==> src/rtl/move_link_pkg.sv <==
// Shared types and constants for the UART game-move link.
// Move byte layout is {MOVE_HDR, square index}.
package move_link_pkg;

    localparam logic MODE_SENDING   = 1'b0;
    localparam logic MODE_RECEIVING = 1'b1;

    localparam logic [3:0] MOVE_HDR   = 4'hA;
    localparam logic [3:0] MAX_SQUARE = 4'd8;

    typedef enum logic [3:0] {
        IDLE,
        TX_START,
        TX_DATA,
        TX_STOP,
        RX_WAIT,
        RX_START,
        RX_DATA,
        RX_STOP,
        RX_CHECK,
        DONE,
        HOLD
    } link_state_t;

    function automatic logic [7:0] move_byte(input logic [3:0] idx);
        return {MOVE_HDR, idx};
    endfunction

    function automatic logic move_ok(input logic [7:0] b);
        return (b[7:4] == MOVE_HDR) && (b[3:0] <= MAX_SQUARE);
    endfunction

endpackage

==> src/rtl/uart_move_link_if.sv <==
// Request, move and serial-line bundle between control FSM and move link.
// master = control/board side, slave = uart_move_link.
interface uart_move_link_if;

    logic       uart_en;
    logic       uart_mode;
    logic [3:0] move_in;
    logic       rx;
    logic       tx;
    logic       rx_tx_done;
    logic [3:0] move_out;
    logic       move_valid;
    logic       frame_err;

    modport master (
        output uart_en, uart_mode, move_in, rx,
        input  tx, rx_tx_done, move_out, move_valid, frame_err
    );

    modport slave (
        input  uart_en, uart_mode, move_in, rx,
        output tx, rx_tx_done, move_out, move_valid, frame_err
    );

endinterface

==> src/rtl/uart_tick_gen.sv <==
// Oversample tick divider; restart holds the phase at zero so the
// first tick lands exactly DIV cycles after restart releases.
module uart_tick_gen #(
    parameter int DIV = 423
) (
    input  logic pclk,
    input  logic rst,
    input  logic restart,
    output logic tick
);

    localparam int CW = (DIV > 1) ? $clog2(DIV) : 1;
    localparam logic [CW-1:0] LAST = CW'(DIV - 1);

    logic [CW-1:0] cnt;

    assign tick = !restart && (cnt == LAST);

    always_ff @(posedge pclk) begin
        if (rst || restart) begin
            cnt <= '0;
        end else if (cnt == LAST) begin
            cnt <= '0;
        end else begin
            cnt <= cnt + 1'b1;
        end
    end

endmodule

==> src/rtl/uart_move_link.sv <==
// Serial end of the game-move link: 8N1 move TX and validated move RX.
// Define MOVE_LINK_CHECKSUM_EN to follow each move byte with its complement.
import move_link_pkg::*;

module uart_move_link #(
    parameter int CLK_HZ     = 65_000_000,
    parameter int BAUD       = 9_600,
    parameter int OVERSAMPLE = 16
) (
    input logic             pclk,
    input logic             rst,
    uart_move_link_if.slave link
);

    localparam int DIV = CLK_HZ / (BAUD * OVERSAMPLE);
    localparam int TW  = $clog2(OVERSAMPLE);
    localparam logic [TW-1:0] T_LAST = TW'(OVERSAMPLE - 1);
    localparam logic [TW-1:0] T_HALF = TW'(OVERSAMPLE / 2 - 1);

    link_state_t state_q;
    link_state_t state_d;

    logic          cur_mode;
    logic          tick;
    logic          restart;
    logic [TW-1:0] tcnt;
    logic [2:0]    bit_cnt;
    logic [7:0]    sh;
    logic          rx_s1;
    logic          rx_s2;
    logic          rx_prev;
    logic          rx_fall;
    logic          bit_end;
    logic          half_end;
    logic          busy;
    logic          start;
    logic          more;
    logic          frame_ok;
    logic          rx_err;
    logic [3:0]    rx_move;
    logic [7:0]    next_byte;
    logic          tx_d;
    logic          tx_q;
    logic          done_q;
    logic          valid_q;
    logic          err_q;
    logic [3:0]    move_q;

`ifdef MOVE_LINK_CHECKSUM_EN
    logic       second;
    logic [7:0] byte1;

    assign more      = !second;
    assign frame_ok  = move_ok(byte1) && (sh == ~byte1);
    assign rx_move   = byte1[3:0];
    assign next_byte = ~byte1;

    always_ff @(posedge pclk) begin
        if (rst) begin
            second <= 1'b0;
            byte1  <= '0;
        end else if (start) begin
            second <= 1'b0;
            byte1  <= move_byte(link.move_in);
        end else if (state_q == TX_STOP && state_d == TX_START) begin
            second <= 1'b1;
        end else if (state_q == RX_STOP && state_d == RX_WAIT && !rx_err) begin
            second <= 1'b1;
            byte1  <= sh;
        end else if (rx_err) begin
            second <= 1'b0;
        end
    end
`else
    assign more      = 1'b0;
    assign frame_ok  = move_ok(sh);
    assign rx_move   = sh[3:0];
    assign next_byte = 8'hFF;
`endif

    assign restart  = state_q inside {IDLE, RX_WAIT, RX_CHECK, DONE, HOLD};
    assign bit_end  = tick && (tcnt == T_LAST);
    assign half_end = tick && (tcnt == T_HALF);
    assign rx_fall  = rx_prev && !rx_s2;
    assign busy     = !(state_q inside {IDLE, DONE, HOLD});
    assign start    = (state_q == IDLE) && link.uart_en;

    uart_tick_gen #(
        .DIV(DIV)
    ) u_tick (
        .pclk   (pclk),
        .rst    (rst),
        .restart(restart),
        .tick   (tick)
    );

    always_ff @(posedge pclk) begin
        if (rst) begin
            state_q <= IDLE;
        end else begin
            state_q <= state_d;
        end
    end

    always_comb begin
        state_d = state_q;
        rx_err  = 1'b0;
        unique case (state_q)
            IDLE: begin
                if (link.uart_en) begin
                    state_d = (link.uart_mode == MODE_RECEIVING) ? RX_WAIT : TX_START;
                end
            end
            TX_START: if (bit_end) state_d = TX_DATA;
            TX_DATA:  if (bit_end && bit_cnt == 3'd7) state_d = TX_STOP;
            TX_STOP:  if (bit_end) state_d = more ? TX_START : DONE;
            RX_WAIT:  if (rx_fall) state_d = RX_START;
            RX_START: if (half_end) state_d = rx_s2 ? RX_WAIT : RX_DATA;
            RX_DATA:  if (bit_end && bit_cnt == 3'd7) state_d = RX_STOP;
            RX_STOP: begin
                if (bit_end) begin
                    if (!rx_s2) begin
                        rx_err  = 1'b1;
                        state_d = RX_WAIT;
                    end else begin
                        state_d = more ? RX_WAIT : RX_CHECK;
                    end
                end
            end
            RX_CHECK: begin
                if (frame_ok) begin
                    state_d = DONE;
                end else begin
                    rx_err  = 1'b1;
                    state_d = RX_WAIT;
                end
            end
            DONE: state_d = HOLD;
            HOLD: begin
                if (!link.uart_en || link.uart_mode != cur_mode) begin
                    state_d = IDLE;
                end
            end
            default: state_d = IDLE;
        endcase
        // Dropping the request abandons any frame in flight silently.
        if (busy && !link.uart_en) begin
            state_d = IDLE;
            rx_err  = 1'b0;
        end
    end

    always_comb begin
        tx_d = 1'b1;
        unique case (1'b1)
            state_q == TX_START: tx_d = 1'b0;
            state_q == TX_DATA:  tx_d = sh[0];
            default: ;
        endcase
        if (!link.uart_en) tx_d = 1'b1;
    end

    always_ff @(posedge pclk) begin
        if (rst) begin
            cur_mode <= MODE_SENDING;
            tcnt     <= '0;
            bit_cnt  <= '0;
            sh       <= '0;
            rx_s1    <= 1'b1;
            rx_s2    <= 1'b1;
            rx_prev  <= 1'b1;
            tx_q     <= 1'b1;
            done_q   <= 1'b0;
            valid_q  <= 1'b0;
            err_q    <= 1'b0;
            move_q   <= '0;
        end else begin
            rx_s1   <= link.rx;
            rx_s2   <= rx_s1;
            rx_prev <= rx_s2;
            tx_q    <= tx_d;
            done_q  <= (state_q == DONE);
            valid_q <= (state_q == DONE) && (cur_mode == MODE_RECEIVING);
            err_q   <= rx_err;

            if (state_d != state_q) begin
                tcnt <= '0;
            end else if (tick) begin
                tcnt <= (tcnt == T_LAST) ? '0 : tcnt + 1'b1;
            end

            if (state_q != TX_DATA && state_q != RX_DATA) begin
                bit_cnt <= '0;
            end else if (bit_end) begin
                bit_cnt <= bit_cnt + 1'b1;
            end

            // One shift register serves both directions, LSB first.
            if (start) begin
                cur_mode <= link.uart_mode;
                sh       <= move_byte(link.move_in);
            end else if (state_q == TX_STOP && state_d == TX_START) begin
                sh <= next_byte;
            end else if (bit_end && state_q == TX_DATA) begin
                sh <= {1'b1, sh[7:1]};
            end else if (bit_end && state_q == RX_DATA) begin
                sh <= {rx_s2, sh[7:1]};
            end

            if (state_q == RX_CHECK && state_d == DONE) begin
                move_q <= rx_move;
            end
        end
    end

    assign link.tx         = tx_q;
    assign link.rx_tx_done = done_q;
    assign link.move_valid = valid_q;
    assign link.frame_err  = err_q;
    assign link.move_out   = move_q;

endmodule

==> src/flat_wrapper.sv <==
// flat-port wrapper written by rule: the top's interface ports become plain ports
module uart_move_link_flat 
#(
    parameter int CLK_HZ     = 65_000_000,
    parameter int BAUD       = 9_600,
    parameter int OVERSAMPLE = 16
)
  (pclk, rst, link_uart_en, link_uart_mode, link_move_in, link_rx, link_tx, link_rx_tx_done, link_move_out, link_move_valid, link_frame_err);
  uart_move_link_if link_i ();
  input logic pclk;
  input logic rst;
  input wire logic [$bits(link_i.uart_en)-1:0] link_uart_en;
  input wire logic [$bits(link_i.uart_mode)-1:0] link_uart_mode;
  input wire logic [$bits(link_i.move_in)-1:0] link_move_in;
  input wire logic [$bits(link_i.rx)-1:0] link_rx;
  output wire logic [$bits(link_i.tx)-1:0] link_tx;
  output wire logic [$bits(link_i.rx_tx_done)-1:0] link_rx_tx_done;
  output wire logic [$bits(link_i.move_out)-1:0] link_move_out;
  output wire logic [$bits(link_i.move_valid)-1:0] link_move_valid;
  output wire logic [$bits(link_i.frame_err)-1:0] link_frame_err;
  assign link_i.uart_en = link_uart_en;
  assign link_i.uart_mode = link_uart_mode;
  assign link_i.move_in = link_move_in;
  assign link_i.rx = link_rx;
  assign link_tx = link_i.tx;
  assign link_rx_tx_done = link_i.rx_tx_done;
  assign link_move_out = link_i.move_out;
  assign link_move_valid = link_i.move_valid;
  assign link_frame_err = link_i.frame_err;
  uart_move_link #(.CLK_HZ(CLK_HZ), .BAUD(BAUD), .OVERSAMPLE(OVERSAMPLE)) u_core (.pclk(pclk), .rst(rst), .link(link_i));
endmodule
==> config.mk <==
export PLATFORM = sky130hd
export DESIGN_NAME = uart_move_link_flat
export DESIGN_NICKNAME = d
export VERILOG_FILES = /design/src/rtl/move_link_pkg.sv /design/src/rtl/uart_move_link_if.sv /design/src/rtl/uart_tick_gen.sv /design/src/rtl/uart_move_link.sv /design/src/flat_wrapper.sv
export SDC_FILE = /design/constraint.sdc
export NUM_CORES = 1
export LEC_CHECK = 0
export CAP_MARGIN = 20
export CELL_PAD_IN_SITES_DETAIL_PLACEMENT = 2
export CELL_PAD_IN_SITES_GLOBAL_PLACEMENT = 2
export CORE_MARGIN = 1.5
export CORE_UTILIZATION = 35
export DETAILED_ROUTE_END_ITERATION = 16
export HOLD_SLACK_MARGIN = 0.05
export PLACE_DENSITY_LB_ADDON = 0.1
export SETUP_SLACK_MARGIN = 0.02
export SLEW_MARGIN = 20
export SYNTH_ARGS = -nofsm -noshare
export SYNTH_HDL_FRONTEND = slang
export SYNTH_HIERARCHICAL = 1
export SYNTH_SLANG_ARGS = --single-unit
==> constraint.sdc <==
create_clock -name pclk -period 4 [get_ports pclk]
set_clock_uncertainty 0.15 [all_clocks]
set_input_delay 1.2 -clock pclk [delete_from_list [all_inputs] [get_ports pclk]]
set_output_delay 1.2 -clock pclk [all_outputs]
set_load 0.02 [all_outputs]
; ---- Word level (Yosys, flattened, before mapping)
; Index checks and enable logic that the tools add are counted.
[word_totals]
regBits = 40
in_bits = 9
out_inout_bits = 8
elab_cells = 97
[op_classes]
addsub = 3
n_lt_le_gt_ge = 1
eq_ne = 21
n_mux = 25
bitwise_logic = 1
n_reduce_logical = 31
[ops]
columns = operator, n
row1 = two-way mux 4 bit, 13
row2 = case mux 4 bit (11 select lines), 1
row3 = two-way mux 8 bit, 4
row4 = == test 4 bit (second input constant), 6
row5 = == test 4 x 3 -> 1 bit (second input constant), 5
row6 = logical AND 1 bit, 14
row7 = OR reduction 2 bit, 6
row8 = adder 9 x 1 -> 9 bit (second input constant), 1
row9 = == test 9 bit (second input constant), 1
row10 = == test 4 x 1 -> 1 bit (second input constant), 2
row11 = == test 4 x 2 -> 1 bit (second input constant), 2
row12 = nonzero test 3 bit, 2
row13 = nonzero test 5 bit, 1
row14 = adder 4 x 1 -> 4 bit (second input constant), 1
row15 = less-or-equal comparator 4 bit (second input constant), 1
row16 = logical NOT 1 bit, 4
row17 = logical NOT 4 bit, 1
row18 = inequality test 4 x 2 -> 1 bit (second input constant), 1
row19 = inequality test 4 x 3 -> 1 bit (second input constant), 1
row20 = inequality test 4 bit, 1
row21 = case mux 1 bit (2 select lines), 2
row22 = nonzero test 4 bit, 1
row23 = adder 3 x 1 -> 3 bit (second input constant), 1
row24 = == test 3 bit (second input constant), 1
row25 = 6 further kinds, 9

; ---- Depth between registers and ports, before layout
; Gate-level depths: netlist of run 1.
[depth]
word_depth = 13
depth_mapped = 13

; ---- Cells and area by module
; Netlist of run 1, hierarchy kept.
[by_module_without_submodules]
columns = module, n_inst, cells_per_inst, area_each_um2, seq_area_each_um2
row1 = uart_move_link, 1, 209, 1741.7, 620.6
row2 = uart_tick_gen, 1, 45, 424.2, 180.2

; ---- Worst setup path before layout of run 1
; Ideal clock, no wire load.
[synth_timing]
path_type = register -> register
startpoint = register u_core.state_q[1]
endpoint = register u_core.tcnt[0]
setup_time_ns = 0.092
arrival_time_ns = 2.691
slack_ns = 1.068
path_stages_with_launch = 14
period_less_slack_ns = 2.932
cell_sequence = dfxtp_1 > buf_2 > buf_1 > nor2_1 > nor2_1 > o22ai_1 > nor4_1 > buf_2 > and4_1 > buf_2 > a211o_1 > nand4_1 > a221o_1 > nor4_1
[synth_between]
elab_chain_len = 11
elab_cells_between_ends = 33
[synth_rtl]
columns = item, line_no
row1 = "start, declared", uart_move_link.sv:20  ; link_state_t state_q;
row2 = "start signal, assigned", uart_move_link.sv:101  ; state_q <= state_d;
row3 = == test 4 x 3 -> 1 bit (tied with other cells), uart_move_link.sv:81  ; assign restart = state_q inside {IDLE, RX_WAIT, RX_CHECK, DONE, HOLD};
row4 = nonzero test 5 bit *, uart_move_link.sv:81
row5 = named net u_core.restart, uart_move_link.sv:25  ; logic restart;
row6 = logical NOT 1 bit *, uart_tick_gen.sv:17  ; assign tick = !restart && (cnt == LAST);
row7 = logical AND 1 bit *, uart_tick_gen.sv:17
row8 = named net u_core.tick, uart_move_link.sv:24  ; logic tick;
row9 = logical AND 1 bit, uart_move_link.sv:82  ; assign bit_end = tick && (tcnt == T_LAST);
row10 = logical AND 1 bit, "uart_move_link.sv:115, uart_move_link.sv:119"
row11 = two-way mux 4 bit (on tied branches), "uart_move_link.sv:119, uart_move_link.sv:115"
row12 = case mux 4 bit (11 select lines), uart_move_link.sv:108  ; unique case (state_q)
row13 = two-way mux 4 bit, uart_move_link.sv:147  ; if (busy && !link.uart_en) begin
row14 = inequality test 4 bit, uart_move_link.sv:186  ; if (state_d != state_q) begin
row15 = OR reduction 2 bit (no line), -
row16 = "end signal, assigned", uart_move_link.sv:189  ; tcnt <= (tcnt == T_LAST) ? '0 : tcnt + 1'b1;
row17 = "end, declared", uart_move_link.sv:26  ; logic [TW-1:0] tcnt;
; The timed path passes the listed nets; every way through them passes the cells marked *.
; A chain may end at the register's enable or synchronous reset.

; ---- Worst setup path in the final report of run 1
[layout_timing]
startpoint = register u_core.state_q[2]
endpoint = register u_core.sh[3]
[layout_between]
elab_chain_len = 13
elab_cells_between_ends = 40
[layout_rtl]
columns = item, line_no
row1 = == test 4 x 3 -> 1 bit (tied with other cells), uart_move_link.sv:81
row2 = nonzero test 5 bit *, uart_move_link.sv:81
row3 = named net u_core.restart, uart_move_link.sv:25
row4 = logical NOT 1 bit *, uart_tick_gen.sv:17
row5 = logical AND 1 bit *, uart_tick_gen.sv:17
row6 = named net u_core.tick, uart_move_link.sv:24
row7 = logical AND 1 bit, uart_move_link.sv:82
row8 = logical AND 1 bit, "uart_move_link.sv:115, uart_move_link.sv:119"
row9 = two-way mux 4 bit (on tied branches), "uart_move_link.sv:119, uart_move_link.sv:115"
row10 = case mux 4 bit (11 select lines), uart_move_link.sv:108
row11 = two-way mux 4 bit, uart_move_link.sv:147
row12 = == test 4 x 1 -> 1 bit, uart_move_link.sv:202  ; end else if (state_q == TX_STOP && state_d == TX_START) begin
row13 = logical AND 1 bit, uart_move_link.sv:202
row14 = two-way mux 8 bit, uart_move_link.sv:202
row15 = two-way mux 8 bit, uart_move_link.sv:199  ; if (start) begin
row16 = "end signal, assigned", uart_move_link.sv:201  ; sh <= move_byte(link.move_in);
row17 = "end signal, assigned", uart_move_link.sv:203  ; sh <= next_byte;
row18 = "end signal, assigned", uart_move_link.sv:205  ; sh <= {1'b1, sh[7:1]};
row19 = "end, declared", uart_move_link.sv:28  ; logic [7:0] sh;
; Marks and branches as above.

==> results of run 1 <==
==> final cells by class <==
type                            instances  area, sq um
Clock inverter                          3         46.3
Sequential cell                        40          801
Timing Repair Buffer                   21          198
Inverter                                7         26.3
Clock buffer                            5         68.8
Multi-Input combinational cell        193         1270
Tap cell                               75         93.8
Fill cell                             679         3450
==> cell usage after synthesis (2+ instances only) <==
master,n
o21ai_0,9
a22oi_1,2
nor2b_1,3
nand3_1,13
xnor2_1,3
or2_2,5
nand2_1,15
o221ai_1,2
a221o_1,2
nand4_1,5
ha_1,5
o41ai_1,2
or3_1,5
buf_2,6
nor2_1,26
clkbuf_1,5
buf_1,2
dfxtp_1,40
nand2b_1,3
a21oi_1,18
mux2i_1,12
inv_1,6
a311oi_1,2
nor4_1,6
o31ai_1,2
nor3_1,11
a211oi_1,5
xor2_1,5
==> cells in the final DEF (no fill, tap or decap), types with 6 or more instances in the layout <==
| master | instances |
|---|---|
| nor3_1 | 11 |
| nor4_1 | 6 |
| mux2i_1 | 12 |
| nand2_1 | 15 |
| inv_1 | 6 |
| clkdlybuf4s50_1 | 16 |
| dfxtp_1 | 40 |
| nor2_1 | 26 |
| nand3_1 | 13 |
| o21ai_0 | 9 |
| a21oi_1 | 18 |
==> metrics by stage <==
step                      instances  total power [uW]  hold slack, ps  cell area, sq um
after floorplan                 254               503             239              2170
after global placement          336               537             244              2390
after detailed placement        336               539             278              2390
after CTS                       344               885             299              2500
after global routing            344               910             323              2500
final                           344               869             289              2500
==> cell families (layout without fill, tap and decap cells) <==
kind of cell | after synthesis | count (layout) | share of synthesized area [%]
and+or+nand+nor | 106 | 106 | 26.5
buffers and inverters | 21 | 36 | 4.33
muxes | 12 | 12 | 5.55
AOI/OAI and AO/OA | 62 | 62 | 20.6
xor gates and xnor gates | 8 | 8 | 3.24
DFF | 40 | 40 | 37.0
adders and majority gates | 5 | 5 | 2.89
==> worst max-delay path, delay by kind of cell, from the launching register on <==
kind / cells / cell delay (ps)
mux: 1 / 250
buf+inv: 1 / 210
flops: 1 / 700
simple gates: 5 / 1640
compound gates: 2 / 380
==> report_power, final <==
part	switching, uW	total (uW)	internal, uW
logic	62.4	104	41.4
clock network	152	339	188
registers	15.7	425	410
==> flip-flops by register name, indices dropped and copies added (netlist names) <==
name / cells
u_core/rx_prev: 1
u_core/bit_cnt: 3
u_core/link.frame_err: 1
u_core/rx_s1: 1
u_core/cur_mode: 1
u_core/link.rx_tx_done: 1
u_core/state_q: 4
u_core/sh: 8
u_core/link.move_valid: 1
u_core/link.move_out: 4
u_core/link.tx: 1
u_core/tcnt: 4
u_core/u_tick/cnt: 9
u_core/rx_s2: 1
==> worst paths after layout <==
kind                               endpoint  cells after the start  slack (ps)                          from
setup reg to reg  u_core/sh[3]$_SDFFE_PP0P_                      9         560  u_core/state_q[2]$_SDFF_PP0_
hold / removal      u_core/rx_s2$_SDFF_PP1_                      1         290       u_core/rx_s1$_SDFF_PP1_
setup / recovery  u_core/sh[3]$_SDFFE_PP0P_                      9         560  u_core/state_q[2]$_SDFF_PP0_
hold reg to reg     u_core/rx_s2$_SDFF_PP1_                      1         290       u_core/rx_s1$_SDFF_PP1_
==> metal layers <==
metal  vias up  wire length (um)
met5         -                 0
met4         0                84
met3        10               234
met2        36              3040
met1       998              3080
li1        963                 -
==> results.cfg, run 1 <==
[global_route]
grt_pass1_wl_um = 10700
busiest_layer = met2
grt_max_degree = 25
met2_usage_pct = 35.2
grt-ovfl-total = 0
grt_use_total_pct = 21.1
grt_use_met3_pct = 3.89
grt_pass1_vias = 2095
grtUsageMet1_pct = 27.6
antenna_found_initial = 0

[clock_network]
cts_hold_buffers = 0
cts_resized = 0
post_cts_buffers = 0
tritoncts = yes
clockBufferDepth = 2
htree_num_levels = 2
path_clk_slew_ps = 80
clk_latency_ps = 290
numCtsBuffers = 5
root_buffer = clkbuf_8
cts_sinks = 40

[floorplanning]
dieArea_sq_mm = 0.00667
pin_count = 17
fp.dieW_um = 81.7
coreArea_sq_mm = 0.00596
dieHeight_um = 81.7
initial_utilization_pct = 36.4
rows = 28

[place]
dp_hpwl_um = 4690
gp_congestion = 0.790
dp_slack_ps = 473
port_buffers = 16

[synth]
synth_cell_types = 62
ys.flop_type = dfxtp_1
yosys.area.top_type = dfxtp_1
synth_top_cells_by_area = dfxtp_1 37%, mux2i_1 5.5%, nor2_1 4.5%
synth.avg_cell_area_sq_um = 8.53
syn_inst = 254
synth_top_area_share_pct = 37.0
yosys_register_bits = 40
seq_area_frac_synth_pct = 37.0
ys_async_sr_fraction_pct = 0
synth_warnings = 6
synth_edf_count = 0
syn_nets = 268
syn_area_sq_mm = 0.00217

[timing]
fin_setup_tns_ps = 0
setup_viol = 0
timing.final.crit_share_pct = 85.9
hold_viol_final = 0
slew-limit-headroom_pct = 61.0
post-route-min-period_ps = 3440
fin_ws_ps = 564
rsz0062_at_grt = no
drv_slew = 0
worst_pin_slew_ps = 571
max_freq_ghz = 0.291

[detailed_routing]
firstDrtPassIters = 5
drt_wl_total_um = 6440
viasPerCell = 5.83
routedWlPerCell_um = 18.7
drc = 0
dr.first_iter.drc_count = 49
antenna_left = 0
vias = 2007

[power]
irDropWorstVdd_mv = 0.163
p_leak_uw = 0.000891
powerDensity_mw_per_mm2 = 347

[critical_path]
crit_arrival_ps = 3490
slowest_delay_ps = 700
path_cells = and2b_1 -> nor2_1 -> o22ai_1 -> nor4_1 -> buf_4 -> and4_1 -> nand3_1 -> mux2i_1 -> a211oi_1
cp_max_fo = 15
end_kind = flip-flop
cp_slowest_cell = dfxtp_1
path_class = reg2reg
cp.required_ps = 4050
start_kind = flip-flop

[finish]
fin_util_pct = 42.1
final_layout_size_suffix_gt1_share_pct = 10.8
nNetsFinal = 282
antenna_cells = 0
syn_to_final_growth_pct = 15.7

[flow_run]
max_cap_violations = 0

[outcome]
outcome = finished clean

[worst_hold_path]
hold_path.class = reg2reg
(Power assumes the default switching activity.)
==> inputs of run 2 (changes only) <==
--- a/config.mk
+++ b/config.mk
@@ -10,5 +10,6 @@
 export CELL_PAD_IN_SITES_GLOBAL_PLACEMENT = 2
-export CORE_MARGIN = 1.5
-export CORE_UTILIZATION = 35
+export CORE_MARGIN = 4
+export CORE_UTILIZATION = 38
 export DETAILED_ROUTE_END_ITERATION = 16
+export DONT_BUFFER_PORTS = 1
 export HOLD_SLACK_MARGIN = 0.05
==> constraint.sdc (replaced) <==
create_clock -name pclk -period 4 [get_ports pclk]
set_clock_uncertainty 0.15 [all_clocks]
set_input_delay 0.6 -clock pclk [delete_from_list [all_inputs] [get_ports pclk]]
set_output_delay 0.6 -clock pclk [all_outputs]
set_load 0.02 [all_outputs]
==> results.cfg, run 2 (synthesis results as in run 1) <==
[outcome]
outcome = finished clean

[timing]
slew-limit-headroom_pct = 42.3
fin_setup_tns_ps = 0
hold_ws_ps = 226
max_freq_ghz = 0.335
hold_viol_final = 0
timing.final.crit_share_pct = 74.5
setup_viol = 0
rsz0062_at_grt = no
worst_pin_slew_ps = 844
drv_slew = 0
post-route-min-period_ps = 2980

[finish]
antenna_cells = 0
fill_cells = 642
largest_register_ffs = 9
syn_to_final_growth_pct = 6.82
nNetsFinal = 266
reg_top3 = u_core/u_tick/cnt (9), u_core/sh (8)
final_common_cell = dfxtp_1
final_cell_mix = 40 x dfxtp_1, 26 x nor2_1, 18 x a21oi_1
largest-register = u_core/u_tick/cnt
final_layout_size_suffix_gt1_share_pct = 11.5
instances_no_fill = 325
design_area_sq_mm = 0.00231

[floorplanning]
pin_count = 17
fp.dieW_um = 83.5
dieHeight_um = 83.5
initial_utilization_pct = 39.3
rows = 27
dieArea_sq_mm = 0.00697
coreArea_sq_mm = 0.00551

[clock_network]
cts_hold_buffers = 0
clockBufferDepth = 2
tritoncts = yes
htree_num_levels = 2
numCtsBuffers = 5
cts_sinks = 40
root_buffer = clkbuf_8
post_cts_buffers = 0
path_clk_slew_ps = 80
clk_latency_ps = 290
cts_resized = 0

[global_route]
grt_pass1_vias = 2038
grt_max_degree = 24
grt-ovfl-total = 0
antenna_found_initial = 0
grt_pass1_wl_um = 10800
grt_use_total_pct = 18.9

[detailed_routing]
drt_wl_total_um = 6360
antenna_left = 0
wl_met2_um = 2970
vias = 1932
highest_layer = met4
wl_met1_um = 3060
met3_length_um = 281
viasPerCell = 5.94
routedWlPerCell_um = 19.6
dr.first_iter.drc_count = 83
drc = 0
firstDrtPassIters = 4

[critical_path]
end_kind = flip-flop
cp_max_fo = 16
r2r_start = u_core/state_q[3]$_SDFF_PP0_
path_class = reg2reg
cp-startpoint = u_core/state_q[3]$_SDFF_PP0_
start_kind = flip-flop
crit_arrival_ps = 3030
cp.required_ps = 4050

[power]
p_seq_share_pct = 54.1
p_leak_uw = 0.000825
total_power_uw = 782
irDropWorstVdd_mv = 0.247
switchingPower_uw = 216
p_clk_share_pct = 34.0
powerDensity_mw_per_mm2 = 338
p_int_uw = 566
sw_frac_of_total_pct = 27.6
power.share.combinational_pct = 11.9

[place]
dpl.cell_count = 317
port_buffers = 0
gp_congestion = 0.846
dpl_cell_area_sq_mm = 0.00223
dp_hpwl_um = 4640

[worst_hold_path]
hold_path.class = in2reg
hold_start = rst

[flow_run]
max_cap_violations = 0
## run 2: layer usage
metal  global-route usage [%]  vias up
li1                         -      939
met1                     25.6      950
met2                     30.8       37
met3                     4.15        6
met4                     4.24        0
met5                        0        -
## run 2: area by class of cell
class | instances | area [sq um] | share of cell area [%]
inverter | 7 | 26.3 | 1.14
tap | 72 | 90.1 | 3.89
multi-input combinational | 193 | 1270 | 54.9
sequential | 40 | 801 | 34.6
timing repair buffer | 5 | 37.5 | 1.62
clock buffer | 5 | 68.8 | 2.97
clock inverter | 3 | 18.8 | 0.811
## run 2: critical path, cell delays in order (launching register included)
cell,delay [ps]
dfxtp_1,350
buf_4,210
nand2b_1,200
o22ai_1,130
nor4_1,300
buf_4,210
and4_1,400
nand3_1,450
mux2i_1,230
a211oi_1,260
## run 2: worst paths after layout
check / to / slack (ps) / depth (start not counted)
worst min-delay path: u_core/link.move_out[0]$_SDFFE_PP0P_ / 230 / 1
worst max register to register: u_core/sh[0]$_SDFFE_PP0P_ / 1020 / 9
worst min register to register: u_core/rx_s2$_SDFF_PP1_ / 270 / 1
worst max-delay path: u_core/sh[0]$_SDFFE_PP0P_ / 1020 / 9
## run 2: metrics by stage
stage | util, % | setup slack, ps
2_1_floorplan | - | 1070
3_3_place_gp | 40.4 | 1140
3_5_place_dp | 40.4 | 1010
4_1_cts | 42.0 | 981
5_1_grt | 42.0 | 674
6_report | 42.0 | 1020
## run 2: power by group through the flow
stage          Sequential, uW  Clock, uW  Combinational, uW
6_report                  423        266               93.4
3_3_place_gp              431          0               91.1
5_1_grt                   424        301                104
3_5_place_dp              432          0               92.2
2_1_floorplan             429          0               74.0
4_1_cts                   423        278               93.4
==> inputs of run 3 (changes only) <==
Settings changed: CORE_UTILIZATION 38 to 35.
Clock period 4 ns to 2.5 ns, I/O delays scaled along.
==> results.cfg, run 3 (synthesis results as in run 1) <==
[outcome]
outcome = finished with violations
violations = negative setup slack

[global_route]
grt_pass1_vias = 2259
grt_pass1_wl_um = 12100
antenna_found_initial = 0
grt_max_degree = 24
grt_use_total_pct = 20.4
grt-ovfl-total = 0

[critical_path]
crit_arrival_ps = 2590
cp_max_fo = 4
path_class = reg2reg
end_kind = flip-flop
start_kind = flip-flop
cp.required_ps = 2550

[finish]
final_cell_mix = 35 x dfxtp_1, 34 x buf_4, 25 x nor2_1
largest_register_ffs = 9
largest-register = u_core/u_tick/cnt
final_layout_size_suffix_gt1_share_pct = 29.9
final_common_cell = dfxtp_1
reg_top3 = u_core/u_tick/cnt (9), u_core/sh (8)
antenna_cells = 0
fin_util_pct = 47.0
syn_to_final_growth_pct = 29.2
nNetsFinal = 301

[timing]
worst_pin_slew_ps = 722
timing.final.crit_share_pct = 102
hold_viol_final = 0
slew-limit-headroom_pct = 51.7
post-route-min-period_ps = 2540
fin_ws_ps = -42.9
drv_slew = 0
setup_viol = 2
max_freq_ghz = 0.393
rsz0062_at_grt = yes

[detailed_routing]
drt_wl_total_um = 7300
routedWlPerCell_um = 20.1
highest_layer = met4
firstDrtPassIters = 4
dr.first_iter.drc_count = 102
vias = 2102
antenna_left = 0
drc = 0
wl_met2_um = 3470
met3_length_um = 252
wl_met1_um = 3500
viasPerCell = 5.79

[place]
gp_congestion = 0.840
dp_slack_ps = -138
dp_hpwl_um = 4960
port_buffers = 0

[clock_network]
tritoncts = yes
path_clk_slew_ps = 80
cts_sinks = 40
htree_num_levels = 2
clockBufferDepth = 2
clk_latency_ps = 290
root_buffer = clkbuf_8
numCtsBuffers = 5

[power]
powerDensity_mw_per_mm2 = 502
irDropWorstVdd_mv = 0.279
p_leak_uw = 0.00103

[flow_run]
max_cap_violations = 0

[floorplanning]
dieHeight_um = 86.7
rows = 28
dieArea_sq_mm = 0.00751
pin_count = 17
fp.dieW_um = 86.7
coreArea_sq_mm = 0.00596
initial_utilization_pct = 36.4

[worst_hold_path]
hold_path.class = in2reg
-- run 3: changes by cell type in the layout (fill, tap and decap cells not counted), sizes merged --
cell	previous run	this run
buf	5	37
bufinv	0	1
clkbuf	5	6
clkinv	3	1
dlygate4sd3	0	2
nand3	13	14
-- run 3: routing by layer --
layer	global-route usage, %	vias to the layer above
li1	-	1010
met1	28.0	1051
met2	32.8	35
met3	3.14	6
met4	6.37	0
met5	0	-
-- run 3: layout make-up --
cell class | instances | area [sq um]
clock inverter | 2 | 35.0
timing repair buffer | 39 | 309
tap | 75 | 93.8
inverter | 7 | 26.3
multi-input combinational | 194 | 1450
clock buffer | 6 | 72.6
fill | 664 | 3160
sequential | 40 | 810
-- run 3: path summary, 6_finish.rpt --
| kind | from | end | slack [ps] | cells after the start |
|---|---|---|---|---|
| worst max register to register | u_core/state_q[2]$_SDFF_PP0_ | u_core/tcnt[2]$_SDFFE_PP0P_ | -40 | 12 |
| worst min-delay path | link_move_in[3] | u_core/sh[3]$_SDFFE_PP0P_ | 110 | 2 |
| worst min register to register | u_core/rx_s1$_SDFF_PP1_ | u_core/rx_s2$_SDFF_PP1_ | 260 | 1 |
| worst max-delay path | u_core/state_q[2]$_SDFF_PP0_ | u_core/tcnt[2]$_SDFFE_PP0P_ | -40 | 12 |
-- run 3: timing repair --
item                                   CTS  global route
hold buffers                             2             0
endpoints found under the hold margin   19             0
pin swaps                                9            15
buffers inserted                         9             6
resized for setup                       11            26
gates cloned                             0             1
setup endpoints to repair               10            17
-- run 3: per-stage QoR --
step                      area, sq um  setup TNS [ps]  cells  total power (uW)  hold slack, ps
after floorplan                  2200               0    254               806             239
after global routing             2800            -492    363              1480             116
final                            2800           -53.0    363              1400             106
after detailed placement         2370            -871    338               847             249
after global placement           2370            -103    338               842             240
after CTS                        2620           -55.0    357              1400            96.5
-- run 3: power by group --
part	switching (uW)	internal, uW	total [uW]
combinational	116	79.2	196
clock	238	297	534
sequential	19.2	655	674
-- run 3: critical path, stage by stage, from the launching register on --
cell and delay, ps:
dfxtp_2 320, buf_4 130, nand2b_4 150, o22ai_4 210, nor4_4 50, buf_4 140, and4_4 170, a211o_1 250
buf_4 140, buf_4 130, a31oi_4 190, nor3_2 100, nor4_2 320
